===== src/rtl/mpu_pkg.sv =====
// Shared MPU definitions: element/size geometry and the store-writeback state encoding.
package mpu_pkg;

  localparam int FPBITS = 31;
  localparam int MBITS  = 2;
  localparam int NBITS  = 2;
  localparam int M_MEM  = 3;
  localparam int N_MEM  = 3;

  localparam int WB_FIFO_DEPTH = 4;

  typedef enum logic [2:0] {
    WB_IDLE,
    WB_ARMED,
    WB_STREAM,
    WB_DRAIN,
    WB_DONE
  } wb_state_t;

endpackage


===== src/rtl/mpu_store_writeback_if.sv =====
// External memory write port: valid/ready handshake carrying a word address and data.
interface mpu_store_writeback_if #(
  parameter int ADDR_W = 16,
  parameter int DATA_W = 32
);
  logic              ext_wr_valid_out;
  logic              ext_wr_ready_in;
  logic [ADDR_W-1:0] ext_wr_addr_out;
  logic [DATA_W-1:0] ext_wr_data_out;

  modport master (
    output ext_wr_valid_out,
    output ext_wr_addr_out,
    output ext_wr_data_out,
    input  ext_wr_ready_in
  );

  modport slave (
    input  ext_wr_valid_out,
    input  ext_wr_addr_out,
    input  ext_wr_data_out,
    output ext_wr_ready_in
  );
endinterface


===== src/rtl/mpu_wb_fifo.sv =====
// Synchronous FIFO absorbing memory backpressure; a push on a full FIFO is taken only with a pop.
module mpu_wb_fifo #(
  parameter int WIDTH = 48,
  parameter int DEPTH = 4
) (
  input  logic                       clk,
  input  logic                       rst,
  input  logic                       push,
  input  logic [WIDTH-1:0]           push_data,
  input  logic                       pop,
  output logic [WIDTH-1:0]           head,
  output logic                       full,
  output logic                       empty,
  output logic [$clog2(DEPTH):0]     count
);
  localparam int AW = $clog2(DEPTH);

  logic [WIDTH-1:0] mem [DEPTH];
  logic [AW:0]      wp;
  logic [AW:0]      rp;
  logic             push_ok;
  logic             pop_ok;

  // Pointers carry one extra wrap bit so full and empty are distinguishable.
  assign empty   = (wp == rp);
  assign full    = (wp[AW] != rp[AW]) && (wp[AW-1:0] == rp[AW-1:0]);
  assign count   = wp - rp;
  assign pop_ok  = pop && !empty;
  assign push_ok = push && (!full || pop_ok);
  assign head    = mem[rp[AW-1:0]];

  always_ff @(posedge clk) begin
    if (push_ok) mem[wp[AW-1:0]] <= push_data;
  end

  always_ff @(posedge clk or negedge rst) begin
    if (!rst) begin
      wp <= '0;
      rp <= '0;
    end else begin
      if (push_ok) wp <= wp + 1'b1;
      if (pop_ok)  rp <= rp + 1'b1;
    end
  end
endmodule


===== src/rtl/mpu_store_writeback.sv =====
// Writes the mpu_store row-major element stream to memory at base + i*N + j.
// Optional MPU_WB_SIZE_CHECK_EN: range-check M/N on the first element and flag size changes mid-stream.
module mpu_store_writeback
  import mpu_pkg::*;
#(
  parameter int DATA_W     = FPBITS + 1,
  parameter int ADDR_W     = 16,
  parameter int FIFO_DEPTH = WB_FIFO_DEPTH
`ifdef MPU_WB_SIZE_CHECK_EN
  ,
  parameter int M_MAX      = M_MEM,
  parameter int N_MAX      = N_MEM
`endif
) (
  input  logic               clk,
  input  logic               rst,
  input  logic               wb_start_in,
  input  logic [ADDR_W-1:0]  wb_base_addr_in,
  input  logic               mem_store_en_in,
  input  logic [DATA_W-1:0]  mem_store_element_in,
  input  logic [MBITS:0]     mem_m_store_size_in,
  input  logic [NBITS:0]     mem_n_store_size_in,
  mpu_store_writeback_if.master wr,
  output logic               wb_busy_out,
  output logic               wb_done_out,
  output logic               wb_error_out
);
  localparam int MW = MBITS + 1;
  localparam int NW = NBITS + 1;
  localparam int FW = ADDR_W + DATA_W;
  localparam int CW = $clog2(FIFO_DEPTH) + 1;

  wb_state_t         state;
  logic [ADDR_W-1:0] base_q;
  logic [ADDR_W-1:0] row_base_q;
  logic [MW-1:0]     m_q;
  logic [MW-1:0]     i_q;
  logic [NW-1:0]     n_q;
  logic [NW-1:0]     j_q;
  logic              busy_q;
  logic              done_q;
  logic              err_q;

  logic              armed;
  logic              take;
  logic              size_bad;
  logic              row_end;
  logic              last_elem;
  logic              push_vld;
  logic              pop;
  logic              drop;
  logic [MW-1:0]     cur_m;
  logic [MW-1:0]     cur_i;
  logic [NW-1:0]     cur_n;
  logic [NW-1:0]     cur_j;
  logic [ADDR_W-1:0] cur_rb;
  logic [ADDR_W-1:0] push_addr;

  logic              fifo_full;
  logic              fifo_empty;
  logic [CW-1:0]     fifo_cnt;
  logic [FW-1:0]     fifo_head;

  // In ARMED the first element uses the live sizes and a zero position, so it needs no extra cycle.
  always_comb begin
    armed     = (state == WB_ARMED);
    take      = mem_store_en_in && (armed || (state == WB_STREAM));
    cur_m     = armed ? mem_m_store_size_in : m_q;
    cur_n     = armed ? mem_n_store_size_in : n_q;
    cur_i     = armed ? '0 : i_q;
    cur_j     = armed ? '0 : j_q;
    cur_rb    = armed ? base_q : row_base_q;
    size_bad  = (mem_m_store_size_in == '0) || (mem_n_store_size_in == '0);
`ifdef MPU_WB_SIZE_CHECK_EN
    size_bad  = size_bad || (int'(mem_m_store_size_in) > M_MAX) ||
                (int'(mem_n_store_size_in) > N_MAX);
`endif
    row_end   = (cur_j == cur_n - NW'(1));
    last_elem = row_end && (cur_i == cur_m - MW'(1));
    push_vld  = take && !(armed && size_bad);
    push_addr = cur_rb + ADDR_W'(cur_j);
    pop       = !fifo_empty && wr.ext_wr_ready_in;
    drop      = push_vld && fifo_full && !pop;
  end

  mpu_wb_fifo #(
    .WIDTH (FW),
    .DEPTH (FIFO_DEPTH)
  ) u_fifo (
    .clk       (clk),
    .rst       (rst),
    .push      (push_vld && !drop),
    .push_data ({push_addr, mem_store_element_in}),
    .pop       (pop),
    .head      (fifo_head),
    .full      (fifo_full),
    .empty     (fifo_empty),
    .count     (fifo_cnt)
  );

  assign wr.ext_wr_valid_out = !fifo_empty;
  assign wr.ext_wr_addr_out  = fifo_empty ? '0 : fifo_head[FW-1:DATA_W];
  assign wr.ext_wr_data_out  = fifo_empty ? '0 : fifo_head[DATA_W-1:0];
  assign wb_busy_out         = busy_q;
  assign wb_done_out         = done_q;
  assign wb_error_out        = err_q;

  always_ff @(posedge clk or negedge rst) begin
    if (!rst) begin
      state      <= WB_IDLE;
      base_q     <= '0;
      row_base_q <= '0;
      m_q        <= '0;
      n_q        <= '0;
      i_q        <= '0;
      j_q        <= '0;
      busy_q     <= 1'b0;
      done_q     <= 1'b0;
      err_q      <= 1'b0;
    end else begin
      done_q <= 1'b0;
      if (drop) err_q <= 1'b1;

      // Dropped elements still advance the position so the count reaches M*N.
      if (push_vld) begin
        if (row_end) begin
          j_q        <= '0;
          i_q        <= cur_i + MW'(1);
          row_base_q <= cur_rb + ADDR_W'(cur_n);
        end else begin
          j_q        <= cur_j + NW'(1);
          i_q        <= cur_i;
          row_base_q <= cur_rb;
        end
      end

      case (state)
        WB_IDLE, WB_DONE: begin
          state <= WB_IDLE;
          if (wb_start_in) begin
            state  <= WB_ARMED;
            base_q <= wb_base_addr_in;
            err_q  <= 1'b0;
            busy_q <= 1'b1;
          end
        end
        WB_ARMED: begin
          if (mem_store_en_in) begin
            m_q <= mem_m_store_size_in;
            n_q <= mem_n_store_size_in;
            if (size_bad) begin
              err_q  <= 1'b1;
              busy_q <= 1'b0;
              done_q <= 1'b1;
              state  <= WB_DONE;
            end else if (last_elem) begin
              state <= WB_DRAIN;
            end else begin
              state <= WB_STREAM;
            end
          end
        end
        WB_STREAM: begin
          if (mem_store_en_in) begin
`ifdef MPU_WB_SIZE_CHECK_EN
            if ((mem_m_store_size_in != m_q) || (mem_n_store_size_in != n_q)) err_q <= 1'b1;
`endif
            if (last_elem) state <= WB_DRAIN;
          end
        end
        WB_DRAIN: begin
          if (fifo_empty || (pop && (fifo_cnt == CW'(1)))) begin
            busy_q <= 1'b0;
            done_q <= 1'b1;
            state  <= WB_DONE;
          end
        end
        default: state <= WB_IDLE;
      endcase
    end
  end
endmodule


===== src/flat_wrapper.sv =====
// flat-port wrapper written by rule: the top's interface ports become plain ports
module mpu_store_writeback_flat import mpu_pkg::*;
#(
  parameter int DATA_W     = FPBITS + 1,
  parameter int ADDR_W     = 16,
  parameter int FIFO_DEPTH = WB_FIFO_DEPTH

)
  (clk, rst, wb_start_in, wb_base_addr_in, mem_store_en_in, mem_store_element_in, mem_m_store_size_in, mem_n_store_size_in, wb_busy_out, wb_done_out, wb_error_out, wr_ext_wr_valid_out, wr_ext_wr_addr_out, wr_ext_wr_data_out, wr_ext_wr_ready_in);
  mpu_store_writeback_if #(.ADDR_W(ADDR_W), .DATA_W(DATA_W)) wr_i ();
  input  logic clk;
  input  logic rst;
  input  logic wb_start_in;
  input  logic [ADDR_W-1:0] wb_base_addr_in;
  input  logic mem_store_en_in;
  input  logic [DATA_W-1:0] mem_store_element_in;
  input  logic [MBITS:0] mem_m_store_size_in;
  input  logic [NBITS:0] mem_n_store_size_in;
  output logic wb_busy_out;
  output logic wb_done_out;
  output logic wb_error_out;
  output wire logic [$bits(wr_i.ext_wr_valid_out)-1:0] wr_ext_wr_valid_out;
  output wire logic [$bits(wr_i.ext_wr_addr_out)-1:0] wr_ext_wr_addr_out;
  output wire logic [$bits(wr_i.ext_wr_data_out)-1:0] wr_ext_wr_data_out;
  input wire logic [$bits(wr_i.ext_wr_ready_in)-1:0] wr_ext_wr_ready_in;
  assign wr_ext_wr_valid_out = wr_i.ext_wr_valid_out;
  assign wr_ext_wr_addr_out = wr_i.ext_wr_addr_out;
  assign wr_ext_wr_data_out = wr_i.ext_wr_data_out;
  assign wr_i.ext_wr_ready_in = wr_ext_wr_ready_in;
  mpu_store_writeback #(.DATA_W(DATA_W), .ADDR_W(ADDR_W), .FIFO_DEPTH(FIFO_DEPTH)) u_core (.clk(clk), .rst(rst), .wb_start_in(wb_start_in), .wb_base_addr_in(wb_base_addr_in), .mem_store_en_in(mem_store_en_in), .mem_store_element_in(mem_store_element_in), .mem_m_store_size_in(mem_m_store_size_in), .mem_n_store_size_in(mem_n_store_size_in), .wr(wr_i), .wb_busy_out(wb_busy_out), .wb_done_out(wb_done_out), .wb_error_out(wb_error_out));
endmodule

===== config.mk =====
export PLATFORM = sky130hd
export DESIGN_NAME = mpu_store_writeback_flat
export DESIGN_NICKNAME = d
export VERILOG_FILES = /design/src/rtl/mpu_pkg.sv /design/src/rtl/mpu_store_writeback_if.sv /design/src/rtl/mpu_wb_fifo.sv /design/src/rtl/mpu_store_writeback.sv /design/src/flat_wrapper.sv
export SDC_FILE = /design/constraint.sdc
export NUM_CORES = 1
export LEC_CHECK = 0
export CAP_MARGIN = 20
export CORE_MARGIN = 4
export CORE_UTILIZATION = 30
export DETAILED_ROUTE_END_ITERATION = 7
export PLACE_DENSITY_LB_ADDON = 0.1
export SLEW_MARGIN = 20
export SYNTH_ARGS = -nofsm -noshare
export SYNTH_HDL_FRONTEND = slang
export SYNTH_HIERARCHICAL = 1
export SYNTH_SLANG_ARGS = --single-unit

===== constraint.sdc =====
create_clock -name clk -period 6.2 [get_ports clk]
set_input_delay 0.62 -clock clk [delete_from_list [all_inputs] [get_ports clk]]
set_output_delay 0.62 -clock clk [all_outputs]
set_load 0.03 [all_outputs]

==> metrics.csv <==
metric,value,unit
worst-margin pin slew,1020,ps
final count of hold timing violations,0,
min Tclk post-route,4140,ps
layout cells sized above 1,17.4,%
root buffer cell,clkbuf_16,
post-synthesis register bit count,248,
Post-synth EDFFs,192,
setup TNS,0,ps
max-slew violations,0,
Starting Density,30.5,%
CTS sink count,248,
leading register cell type out of synthesis,edfxtp_1,
fill cell count,3437,
crit path capture type,flip-flop,
Slew headroom,31.9,%
fin util,37.8,%
RSZ-0062 raised after global routing,no,
DP Area,0.0128,mm^2
critical path class,reg2reg,
vias,6722,
period utilization,66.8,%
"most common cell after layout, fill and taps aside",edfxtp_1,
Layout Nets,940,
Multi-input gate area,0.00381,mm^2
largest net degree at the start of global routing,57,
# Max-Cap Violations,0,
Placed Cells,1298,
Worst Hold Class,in2async,
Port Buffers,110,
hold slack final,220,ps
Die W,201,um
"Design Area, Final",0.0139,mm^2
# DRC,0,
VDD IR-drop max,0.000222,V
Fin Clk Skew,12.3,ps
DR iter-0 viols,443,
Die Y,201,um
register area,0.00717,mm^2
post_cts resized,0,
vias in the first global route,7054,
Synthesis Warnings,6,
CTS H-tree depth,1,
post-synth cell types,68,
first drt pass iteration count,5,
Detailed Route WL,26800,um
sequential fraction of the synthesis area,64.0,%
Ant. Diodes,0,
I/O pins,111,
CTS tree,built,
Final Worst Setup Slack,2060,ps
syn nets,824,
Post CTS Setup Buffer Count,0,
CP Launch Type,flip-flop,
Core Area,0.0367,mm^2
HPWL after DPL,17200,um
Fmax,0.241,GHz
overall power,8.27,mW
FF-to-FF path depth,8,
Clock transition at path regs,60,ps
area grow syn2layout,23.9,%
status,completed,
hold bufs inserted after CTS,0,
CTS buffer count,29,
post-route ant nets,0,
cell count after synthesis,745,
"Cell Area, Synth",0.0112,mm^2
initial antenna violation count,0,
pre-CTS WS,2010,ps
Post-Layout Cell Count,1352,
Crit Path Max Fanout,42,
most frequent cells in the layout,"edfxtp_1 (192), clkdlybuf4s50_1 (109), nand2_1 (62)",
asr flop ratio synth,22.6,%
critical path data required time,6390,ps
Setup Viol. Count Final,0,
via/cell ratio,4.97,
routability congestion estimate,0.790,
GRT overflow,0,
Mean Syn Cell Area,15.0,um^2
die area,0.0405,mm^2
Power Dens Cells,596,mW/mm^2
WP data arrival,4330,ps
first-pass GRT wire length,41800,um
GRT Util Overall,13.0,%
Clock Path Buffers,3,
clock latency on the worst-skew pair,550,ps
drt wl/cell,19.8,um
LEAKAGE,4.92,nW
Site Rows,70,
-- kinds of logic after synthesis --
| logic type | after synthesis | share of synthesized area [%] |
|---|---|---|
| DFF | 248 | 64.0 |
| AOI/OAI and AO/OA | 88 | 5.14 |
| buffers and inverters | 58 | 2.35 |
| adders and majority gates | 20 | 2.43 |
| xor gates and xnor gates | 25 | 2.17 |
| muxes | 91 | 13.9 |
| and+or+nand+nor | 215 | 10.0 |
-- critical path, stage by stage (launching register included) --
cell and delay, ps:
dfrtp_1 460, or3b_2 880, nor3_1 380, o21ai_1 90, buf_4 270, a21oi_1 310, nand2_1 170, a21oi_4 680
buf_4 520
-- state kept, by name, summed over array words and instances, names as in the netlist, 3 cells and up --
name               count
u_core/u_fifo/mem    192
u_core/base_q         16
u_core/u_fifo/rp       3
u_core/m_q             3
u_core/state           3
u_core/j_q             3
u_core/n_q             3
u_core/row_base_q     16
u_core/u_fifo/wp       3
u_core/i_q             3
-- layer usage --
metal / global-route usage (%) / wire length (um)
met1: 17.6 / 12000
met4: 3.22 / 604
met3: 2.24 / 1250
met2: 21.9 / 12900
met5: 0 / 0
-- area by class of cell --
cell class / count / share of cell area [%]
clock buffer: 33 / 5.41
clock inverter: 21 / 2.10
inverter: 21 / 0.568
multi-input combinational: 439 / 27.5
sequential: 248 / 51.7
tap: 468 / 4.22
timing repair buffer: 122 / 8.55
-- synthesized netlist by cell type (11+ instances only) --
| cell type | count | share of area (%) |
|---|---|---|
| edfxtp_1 | 192 | 51 |
| nand2_1 | 62 | 2.1 |
| dfrtp_1 | 56 | 13 |
| nor2b_1 | 50 | 2.8 |
| mux4_2 | 48 | 9.7 |
| nor2_1 | 34 | 1.1 |
| a21oi_1 | 27 | 1.2 |
| mux2_2 | 24 | 2.4 |
| clkbuf_1 | 22 | 0.74 |
| inv_1 | 21 | 0.70 |
| nand3_1 | 18 | 0.80 |
| o21ai_0 | 18 | 0.80 |
| ha_1 | 17 | 1.9 |
| mux2i_1 | 16 | 1.4 |
| xnor2_1 | 12 | 0.94 |
| nand4_1 | 11 | 0.61 |
| xor2_1 | 11 | 0.86 |
-- worst paths after layout --
path,from,endpoint,slack [ps]
worst max-delay path,u_core/state[1]$_DFFE_PN0P_,u_core/u_fifo/mem[3][37]$_DFFE_PP_,2060
min in group clk,u_core/row_base_q[0]$_DFFE_PN0P_,u_core/row_base_q[0]$_DFFE_PN0P_,500
worst max register to register,u_core/state[1]$_DFFE_PN0P_,u_core/u_fifo/mem[3][37]$_DFFE_PP_,2060
worst min register to register,u_core/row_base_q[0]$_DFFE_PN0P_,u_core/row_base_q[0]$_DFFE_PN0P_,500
worst min-delay path,rst,u_core/row_base_q[10]$_DFFE_PN0P_,220
max in group asynchronous,rst,u_core/u_fifo/rp[0]$_DFFE_PN0P_,5340
-- power breakdown --
part,internal [mW],switching (mW),total [mW]
clock,1.16,0.657,1.82
combinational,1.58,2.32,3.91
sequential,2.30,0.243,2.54
No activity file was read; power rests on OpenSTA's default activity.
